==> src/rtl/adder_arb_pkg.sv <==
// Shared definitions for the adder_arbiter block: FSM state encoding and
// the width of the completed-operation counter.
package adder_arb_pkg;

   // Controller states for the shared adder.
   typedef enum logic [1:0] {
      ST_IDLE = 2'd0,
      ST_CALC = 2'd1,
      ST_RESP = 2'd2
   } state_t;

   // Width of the ops_done counter; it wraps rather than saturates.
   localparam int OPS_DONE_W = 16;

endpackage : adder_arb_pkg

==> src/rtl/adder_arbiter_rr_arbiter.sv <==
// Round-robin grant logic for the shared adder.
// The search starts at rr_ptr and walks upward with wrap. The first set
// request bit found wins. When enable is low nothing is granted, so the
// caller can block grants while a result is still waiting.
module rr_arbiter #(
   parameter int NUM_REQ = 4,
   parameter int IDW     = $clog2(NUM_REQ)
) (
   input  logic [NUM_REQ-1:0] req,
   input  logic [IDW-1:0]     rr_ptr,
   input  logic               enable,
   output logic [NUM_REQ-1:0] gnt,
   output logic [IDW-1:0]     gnt_idx,
   output logic               any
);

   int           pos;
   logic [IDW-1:0] pos_idx;

   // Rotating priority search: the first hit at or after rr_ptr wins.
   always_comb begin
      gnt     = '0;
      gnt_idx = '0;
      any     = 1'b0;
      pos     = 0;
      pos_idx = '0;
      if (enable) begin
         for (int i = 0; i < NUM_REQ; i++) begin
            pos     = (int'(rr_ptr) + i) % NUM_REQ;
            pos_idx = IDW'(pos);
            if (!any && req[pos_idx]) begin
               gnt[pos_idx] = 1'b1;
               gnt_idx      = pos_idx;
               any          = 1'b1;
            end
         end
      end
   end

endmodule : rr_arbiter

==> src/rtl/adder_arbiter.sv <==
// adder_arbiter: shares one registered adder among NUM_REQ requesters.
// A round-robin arbiter accepts one request at a time. The operands are
// summed one cycle later, and the result is then offered on a single
// response channel tagged with the owner id.
//
// Optional feature: define ADDER_ARB_ZERO_FLAG_EN to add the rsp_zero
// output. It is a registered (sum == 0) flag that is valid with rsp_valid.
//
// state   | meaning
// --------+------------------------------------------------------------
// IDLE    | no work in flight; grant the next request if any is valid
// CALC    | operands captured; the sum and id are registered this cycle
// RESP    | result offered; on handshake, grant again back-to-back
module adder_arbiter
   import adder_arb_pkg::*;
#(
   parameter int NUM_REQ = 4,
   parameter int WIDTH   = 8,
   parameter int SWIDTH  = WIDTH + 1,
   parameter int IDW     = $clog2(NUM_REQ)
) (
   input  logic                     clk,
   input  logic                     rst,
   input  logic [NUM_REQ-1:0]       req_valid,
   output logic [NUM_REQ-1:0]       req_ready,
   input  logic [NUM_REQ*WIDTH-1:0] req_x,
   input  logic [NUM_REQ*WIDTH-1:0] req_y,
   input  logic [NUM_REQ-1:0]       req_cin,
   output logic                     rsp_valid,
   input  logic                     rsp_ready,
   output logic [IDW-1:0]           rsp_id,
   output logic [SWIDTH-1:0]        rsp_sum,
`ifdef ADDER_ARB_ZERO_FLAG_EN
   output logic                     rsp_zero,
`endif
   output logic [OPS_DONE_W-1:0]    ops_done
);

   state_t               state_q;
   state_t               state_d;
   logic [IDW-1:0]       rr_ptr;

   logic                 arb_en;
   logic [NUM_REQ-1:0]   arb_gnt;
   logic [IDW-1:0]       arb_idx;
   logic                 arb_any;

   logic [WIDTH-1:0]     sel_x;
   logic [WIDTH-1:0]     sel_y;
   logic                 sel_cin;

   logic [WIDTH-1:0]     op_x;
   logic [WIDTH-1:0]     op_y;
   logic                 op_cin;
   logic [IDW-1:0]       op_id;

   logic [SWIDTH-1:0]    sum_calc;
   logic                 rsp_hs;

   // Grants are allowed only when no result is waiting, or when the
   // waiting result is accepted on this edge. Reset blocks them at once.
   assign arb_en = !rst &&
                   ((state_q == ST_IDLE) ||
                    ((state_q == ST_RESP) && rsp_ready));

   rr_arbiter #(
      .NUM_REQ (NUM_REQ),
      .IDW     (IDW)
   ) u_rr_arbiter (
      .req     (req_valid),
      .rr_ptr  (rr_ptr),
      .enable  (arb_en),
      .gnt     (arb_gnt),
      .gnt_idx (arb_idx),
      .any     (arb_any)
   );

   // The grant is one-hot and qualified by req_valid, so it doubles as
   // the ready vector.
   assign req_ready = arb_gnt;
   assign rsp_valid = (state_q == ST_RESP);
   assign rsp_hs    = rsp_valid && rsp_ready;

   // Steer the granted requester's operands toward the capture registers.
   always_comb begin
      sel_x   = '0;
      sel_y   = '0;
      sel_cin = 1'b0;
      for (int i = 0; i < NUM_REQ; i++) begin
         if (arb_gnt[i]) begin
            sel_x   = req_x[i*WIDTH +: WIDTH];
            sel_y   = req_y[i*WIDTH +: WIDTH];
            sel_cin = req_cin[i];
         end
      end
   end

   // The sum is widened before adding so that the carry out lands in the MSB.
   assign sum_calc = SWIDTH'(op_x) + SWIDTH'(op_y) + SWIDTH'(op_cin);

   // Next-state logic.
   always_comb begin
      state_d = state_q;
      case (state_q)
         ST_IDLE: begin
            if (arb_any) begin
               state_d = ST_CALC;
            end
         end
         ST_CALC: begin
            state_d = ST_RESP;
         end
         ST_RESP: begin
            if (rsp_ready) begin
               state_d = arb_any ? ST_CALC : ST_IDLE;
            end
         end
         default: begin
            state_d = ST_IDLE;
         end
      endcase
   end

   // State register and round-robin pointer. The pointer moves past each winner.
   always_ff @(posedge clk or posedge rst) begin
      if (rst) begin
         state_q <= ST_IDLE;
         rr_ptr  <= '0;
      end else begin
         state_q <= state_d;
         if (arb_any) begin
            if (arb_idx == IDW'(NUM_REQ - 1)) begin
               rr_ptr <= '0;
            end else begin
               rr_ptr <= arb_idx + IDW'(1);
            end
         end
      end
   end

   // Operand capture on the grant edge. These registers stay untouched
   // until the next grant, so a stalled result cannot be overwritten.
   always_ff @(posedge clk or posedge rst) begin
      if (rst) begin
         op_x   <= '0;
         op_y   <= '0;
         op_cin <= 1'b0;
         op_id  <= '0;
      end else if (arb_any) begin
         op_x   <= sel_x;
         op_y   <= sel_y;
         op_cin <= sel_cin;
         op_id  <= arb_idx;
      end
   end

   // Result registers load only in CALC and hold through any RESP stall.
   always_ff @(posedge clk or posedge rst) begin
      if (rst) begin
         rsp_sum <= '0;
         rsp_id  <= '0;
      end else if (state_q == ST_CALC) begin
         rsp_sum <= sum_calc;
         rsp_id  <= op_id;
      end
   end

`ifdef ADDER_ARB_ZERO_FLAG_EN
   // The zero flag is computed from the same sum and loads alongside rsp_sum.
   always_ff @(posedge clk or posedge rst) begin
      if (rst) begin
         rsp_zero <= 1'b0;
      end else if (state_q == ST_CALC) begin
         rsp_zero <= (sum_calc == '0);
      end
   end
`endif

   // Completed-response counter; it wraps naturally at its width.
   always_ff @(posedge clk or posedge rst) begin
      if (rst) begin
         ops_done <= '0;
      end else if (rsp_hs) begin
         ops_done <= ops_done + OPS_DONE_W'(1);
      end
   end

endmodule : adder_arbiter
==> config.mk <==
export PLATFORM = sky130hd
export DESIGN_NAME = adder_arbiter
export DESIGN_NICKNAME = d
export VERILOG_FILES = /design/src/rtl/adder_arb_pkg.sv /design/src/rtl/adder_arbiter_rr_arbiter.sv /design/src/rtl/adder_arbiter.sv
export SDC_FILE = /design/constraint.sdc
export NUM_CORES = 1
export LEC_CHECK = 0
export BUFFER_PORTS_ARGS = -buffer_cell sky130_fd_sc_hd__buf_2
export CORE_ASPECT_RATIO = 1.1
export CORE_MARGIN = 10
export CORE_UTILIZATION = 55
export CTS_CLUSTER_SIZE = 10
export DETAILED_ROUTE_END_ITERATION = 10
export PLACE_DENSITY_LB_ADDON = 0.05
export SETUP_SLACK_MARGIN = 0.3
export SYNTH_ARGS = -nofsm -noshare
export SYNTH_HDL_FRONTEND = slang
export SYNTH_SLANG_ARGS = --single-unit
export TNS_END_PERCENT = 30
==> constraint.sdc <==
create_clock -name clk -period 9.4 [get_ports clk]
set_input_delay 1.88 -clock clk [delete_from_list [all_inputs] [get_ports clk]]
set_output_delay 1.88 -clock clk [all_outputs]
set_load 0.03 [all_outputs]
==> impl_metrics.py, run 1 <==
metrics = {
    "status": {
        "status": "completed",
    },
    "synth": {
        "syn_nets": 393,
        "synthTopCellsByArea": "dfrtp_1 (39%), ha_1 (5.9%), a221oi_2 (4.7%)",
        "synth-main-ff-cell": "dfrtp_1",
        "yosysSeqAreaShare_pct": 39.4,
        "syn_area_sq_um": 3170,
        "synth-async-reset-ratio_pct": 100,
        "synth_warnings": 0,
        "synth-edff-count": 0,
        "yosys-top-cells-count": "dfrtp_1 (50), o21ai_0 (24), nand2_1 (19)",
        "synth_area_per_cell_sq_um": 10.5,
        "synth_top_cell_area_share_pct": 39.4,
        "synthCells": 301,
        "yosysUniqueCellTypes": 53,
        "yosysMostFrequentCell": "dfrtp_1",
        "synth_seq_cells": 50,
        "yosys.area.top_type": "dfrtp_1",
    },
    "grt": {
        "grt-ovfl-total": 0,
        "antenna_found_initial": 0,
        "grt_pass1_vias": 2956,
        "grt_max_degree": 51,
        "grt_pass1_wl_um": 14100,
        "grt_util_all_layers_pct": 18.0,
    },
    "worst_setup_path": {
        "reg2reg_depth": 10,
        "path_cells": "buf_2 -> mux4_2 -> a221o_1 -> a32oi_1 -> or2_1 -> inv_2 -> buf_2",
        "cp_common_cell": "buf_2",
        "slowest_delay_ns": 0.56,
        "criticalPathCategory": "input port to output port",
        "crit_slowest_cell": "mux4_2",
        "cp.required_ns": 7.52,
        "cp-end-kind": "output port",
        "start_kind": "input port",
        "cp.arrival_ns": 4.19,
        "critPathMaxFanout": 18,
    },
    "routing": {
        "firstDrtPassIters": 4,
        "postRouteAntennaNets": 0,
        "via_per_inst": 5.70,
        "drt_wl_total_um": 8300,
        "drt-initial-drc-count": 92,
        "num_vias": 2728,
        "wl_per_cell_um": 17.3,
        "drc": 0,
    },
    "min_path": {
        "hold_class": "flip-flop to flip-flop",
        "whs_path_depth": 2,
    },
    "die": {
        "ioPinCount": 107,
        "placementRows": 28,
        "fp.dieW_um": 92.4,
        "die-height_um": 99.7,
        "die_area_sq_um": 9210,
        "start_util_pct": 57.7,
        "coreArea_sq_um": 5500,
    },
    "sta": {
        "finalHoldViolations": 0,
        "tns_ns": 0,
        "fin_worst_skew_ns": 0.00452,
        "worst_pin_slew_ns": 0.999,
        "layout_setup_ws_ns": 3.33,
        "holdWs_ns": 0.479,
        "maxSlewViolCount": 0,
        "rsz0062_at_grt": "no",
        "setup_violations": 0,
        "max_freq_mhz": 165,
        "fin_crit_sh_pct": 64.6,
        "maxSlewHeadroom_pct": 33.3,
        "period_minus_slack_ns": 6.07,
    },
    "clocking": {
        "clkTransAtPathRegs_ns": 0.09,
        "cts_setup_buffers": 0,
        "cts_buffers": 5,
        "cts_root_buf": "clkbuf_8",
        "tritoncts": "yes",
        "postCtsHoldBufs": 0,
        "cts_buffer_depth": 2,
        "cts-resized-gates": 0,
        "htreeDepth": 2,
        "cts.sinks": 50,
        "clock_latency_ns": 0.30,
    },
    "pwr": {
        "ir_drop_mv": 0.181,
        "cellLeakagePower_nw": 1.86,
        "p_total_mw": 1.20,
        "powerDensity_nw_per_um2": 314,
    },
    "final_layout": {
        "drive_gt1_share_pct": 37.9,
        "nNetsFinal": 495,
        "area_growth_pct": 21.1,
        "fillers": 469,
        "antennaDiodeCount": 0,
        "stdcell_count": 479,
    },
    "placed_design": {
        "place_congestion": 0.920,
        "preCtsSetupSlack_ns": 3.34,
        "placed_cells": 471,
        "dp_hpwl_um": 6560,
        "portBuffers": 106,
    },
    "flow_run": {
        "cap_viol_max_count": 0,
    },
}
[power by group]
part | total [mW] | leakage [nW] | switching, mW | internal [mW]
logic | 0.698 | 1.17 | 0.414 | 0.284
clock network | 0.148 | 0.0514 | 0.0683 | 0.0794
registers | 0.359 | 0.634 | 0.0684 | 0.290
total | 1.20 | 1.86 | 0.551 | 0.653
[registers in the layout (all words and copies together), names as in the netlist]
signal    count
rsp_id        2
ops_done     16
rr_ptr        2
op_y          8
op_x          8
state_q       2
op_cin        1
op_id         2
rsp_sum       9
[critical path, delay by kind of cell]
| family | cells | cell delay, ns |
|---|---|---|
| mux | 1 | 0.56 |
| compound gates | 2 | 0.52 |
| buf+inv | 3 | 0.73 |
| simple gates | 1 | 0.49 |
[final timing paths]
check	start	endpoint	slack, ns
setup reg to reg	rr_ptr[0]$_DFFE_PP0P_	op_y[7]$_DFFE_PP0P_	5.09
max in group asynchronous	rst	op_x[3]$_DFFE_PP0P_	6.97
hold reg to reg	rsp_sum[6]$_DFFE_PP0N_	rsp_sum[6]$_DFFE_PP0N_	0.48
hold / removal	rsp_sum[6]$_DFFE_PP0N_	rsp_sum[6]$_DFFE_PP0N_	0.48
setup / recovery	req_valid[2]	req_ready[2]	3.33
min in group asynchronous	rst	ops_done[10]$_DFFE_PP0P_	1.82
[layer usage]
| layer | up-vias | GRT usage (%) | share of wire [%] |
|---|---|---|---|
| li1 | 1333 | - | - |
| met1 | 1296 | 22.4 | 41 |
| met2 | 93 | 30.5 | 49 |
| met3 | 6 | 5.64 | 8.7 |
| met4 | 0 | 2.85 | 0.58 |
| met5 | - | 0 | 0 |
[final cells by class]
cell class | instances | area [sq um] | share of cell area [%]
Clock inverter | 2 | 37.5 | 0.977
Tap cell | 75 | 93.8 | 2.44
Timing Repair Buffer | 107 | 538 | 14.0
Multi-Input combinational cell | 220 | 1780 | 46.3
Clock buffer | 6 | 72.6 | 1.89
Inverter | 19 | 71.3 | 1.86
Sequential cell | 50 | 1250 | 32.6
[cell families after synthesis]
kind of cell,synth area share (%)
AOI/OAI and AO/OA,27.8
xor gates and xnor gates,5.52
adders and majority gates,7.18
buffers and inverters,4.57
DFF,39.4
muxes,5.28
and+or+nand+nor,10.3
[layout by cell type (no fill, tap or decap), types with 12 or more instances in the layout]
cell type  count
a22oi_1       18
buf_2        106
dfrtp_1       50
ha_1          15
inv_1         16
nand2_1       19
nor2_1        12
o21ai_0       24
xnor2_1       15
[per-stage QoR]
step           util [%]  instance area, sq um
2_1_floorplan         -                  3170
3_3_place_gp       67.8                  3730
3_5_place_dp       67.8                  3730
4_1_cts            69.8                  3840
5_1_grt            69.8                  3840
6_report           69.8                  3840
(Power assumes the default switching activity.)
==> run 2: changes to the inputs <==
- CORE_UTILIZATION: 55 -> 51
- clock period: 9.4 -> 6.2 ns (I/O delays scaled with it)
==> impl_metrics.py, run 2 (same netlist as run 1, synthesis figures left out) <==
metrics = {
    "routing": {
        "postRouteAntennaNets": 0,
        "drc": 0,
        "firstDrtPassIters": 4,
        "top_layer_used": "met4",
        "wl_per_cell_um": 17.0,
        "drt-initial-drc-count": 127,
        "wl_met1_um": 3520,
        "wl_met3_um": 614,
        "drt_wl_total_um": 8230,
        "num_vias": 2698,
        "via_per_inst": 5.57,
        "wl_met2_um": 3980,
    },
    "pwr": {
        "p_total_mw": 1.82,
        "powerDensity_nw_per_um2": 473,
        "cellLeakagePower_nw": 1.86,
        "ir_drop_mv": 0.238,
    },
    "worst_setup_path": {
        "slowest_delay_ns": 0.73,
        "cp.required_ns": 4.96,
        "start_kind": "flip-flop",
        "cp.arrival_ns": 4.01,
        "criticalPathCategory": "flip-flop to output port",
        "critPathMaxFanout": 18,
        "crit_slowest_cell": "dfrtp_1",
        "path_cells": "inv_1 -> ha_1 -> mux4_2 -> a221o_1 -> a32oi_1 -> or2_1 -> inv_2 -> buf_2",
        "path_buf_inv": 3,
        "cp-end-kind": "output port",
        "path_delay_family": "buffers and inverters",
    },
    "grt": {
        "grt_max_degree": 51,
        "grt-ovfl-total": 0,
        "grt_pass1_wl_um": 13200,
        "grt_util_all_layers_pct": 16.7,
        "grt_pass1_vias": 2804,
        "antenna_found_initial": 0,
    },
    "clocking": {
        "clock_latency_ns": 0.30,
        "cts-resized-gates": 0,
        "cts_root_buf": "clkbuf_8",
        "tritoncts": "yes",
        "cts_setup_buffers": 0,
        "cts_buffers": 5,
        "clkTransAtPathRegs_ns": 0.10,
        "cts_buffer_depth": 2,
        "cts.sinks": 50,
        "postCtsHoldBufs": 0,
        "htreeDepth": 2,
    },
    "final_layout": {
        "ff_latch_area_sq_um": 1250,
        "area_growth_pct": 21.3,
        "top_regs": "ops_done: 16 flops, rsp_sum: 9 flops",
        "drive_gt1_share_pct": 37.9,
        "nNetsFinal": 495,
        "stdcell_count": 484,
        "fillers": 515,
        "post-route-util_pct": 62.9,
        "largest_register_ffs": 16,
        "antennaDiodeCount": 0,
        "final_cell_mix": "buf_2 (106), dfrtp_1 (50), o21ai_0 (24)",
        "final_common_cell": "buf_2",
        "multi_input_area_sq_um": 1780,
        "top_register": "ops_done",
    },
    "sta": {
        "maxSlewHeadroom_pct": 31.0,
        "setup_violations": 0,
        "fin_worst_skew_ns": 0.0104,
        "tns_ns": 0,
        "maxSlewViolCount": 0,
        "layout_setup_ws_ns": 0.951,
        "fin_crit_sh_pct": 84.7,
        "worst_pin_slew_ns": 1.03,
        "finalHoldViolations": 0,
        "max_freq_mhz": 191,
        "rsz0062_at_grt": "no",
        "period_minus_slack_ns": 5.25,
    },
    "die": {
        "ioPinCount": 107,
        "placementRows": 30,
        "die-height_um": 103,
        "fp.dieW_um": 95.2,
        "die_area_sq_um": 9780,
        "start_util_pct": 51.9,
        "coreArea_sq_um": 6120,
    },
    "min_path": {
        "hold_class": "flip-flop to flip-flop",
    },
    "placed_design": {
        "preCtsSetupSlack_ns": 1.32,
        "place_congestion": 0.893,
        "portBuffers": 106,
        "placed_cells": 476,
        "dp_hpwl_um": 6460,
    },
    "status": {
        "status": "completed",
    },
    "flow_run": {
        "cap_viol_max_count": 0,
    },
}
## run 2: metrics by stage
step / area [sq um] / hold WS, ns
2_1_floorplan: 3170 / 0.443
5_1_grt: 3850 / 0.499
3_3_place_gp: 3740 / 0.457
6_report: 3850 / 0.471
3_5_place_dp: 3740 / 0.461
4_1_cts: 3850 / 0.484
## run 2: final cells by class
type | instances | area share [%]
Clock buffer | 6 | 1.89
Clock inverter | 2 | 0.976
Inverter | 19 | 1.85
Multi-Input combinational cell | 220 | 46.2
Sequential cell | 50 | 32.5
Tap cell | 80 | 2.60
Timing Repair Buffer | 107 | 14.0
## run 2: routing by layer
layer,track usage [%],up-vias
li1,-,1335
met1,20.6,1270
met2,27.6,85
met3,5.39,8
met4,4.15,0
met5,0,-
## run 2: power breakdown
group / switching [mW] / internal [mW]
combinational: 0.619 / 0.430
sequential: 0.103 / 0.440
clock: 0.108 / 0.120
total: 0.830 / 0.990
## run 2: final timing paths
path,cells past startpoint,endpoint,slack (ns),start
setup / recovery,8,req_ready[2],0.95,rr_ptr[0]$_DFFE_PP0P_
hold / removal,1,ops_done[15]$_DFFE_PP0P_,0.47,ops_done[15]$_DFFE_PP0P_
setup reg to reg,10,op_y[1]$_DFFE_PP0P_,2.04,rr_ptr[0]$_DFFE_PP0P_
hold reg to reg,1,ops_done[15]$_DFFE_PP0P_,0.47,ops_done[15]$_DFFE_PP0P_
max in group asynchronous,2,ops_done[12]$_DFFE_PP0P_,4.38,rst
min in group asynchronous,2,ops_done[1]$_DFFE_PP0P_,1.19,rst
## run 2: worst reg2reg max path: stages (launching register included)
cell and delay, ns:
dfrtp_1 0.73, inv_1 0.26, ha_1 0.45, nor3_1 0.36
a22oi_1 0.14, o21ai_0 0.37, a21o_1 0.65, clkinv_1 0.47
and2_1 0.36, o21ai_0 0.16, o21ai_2 0.09
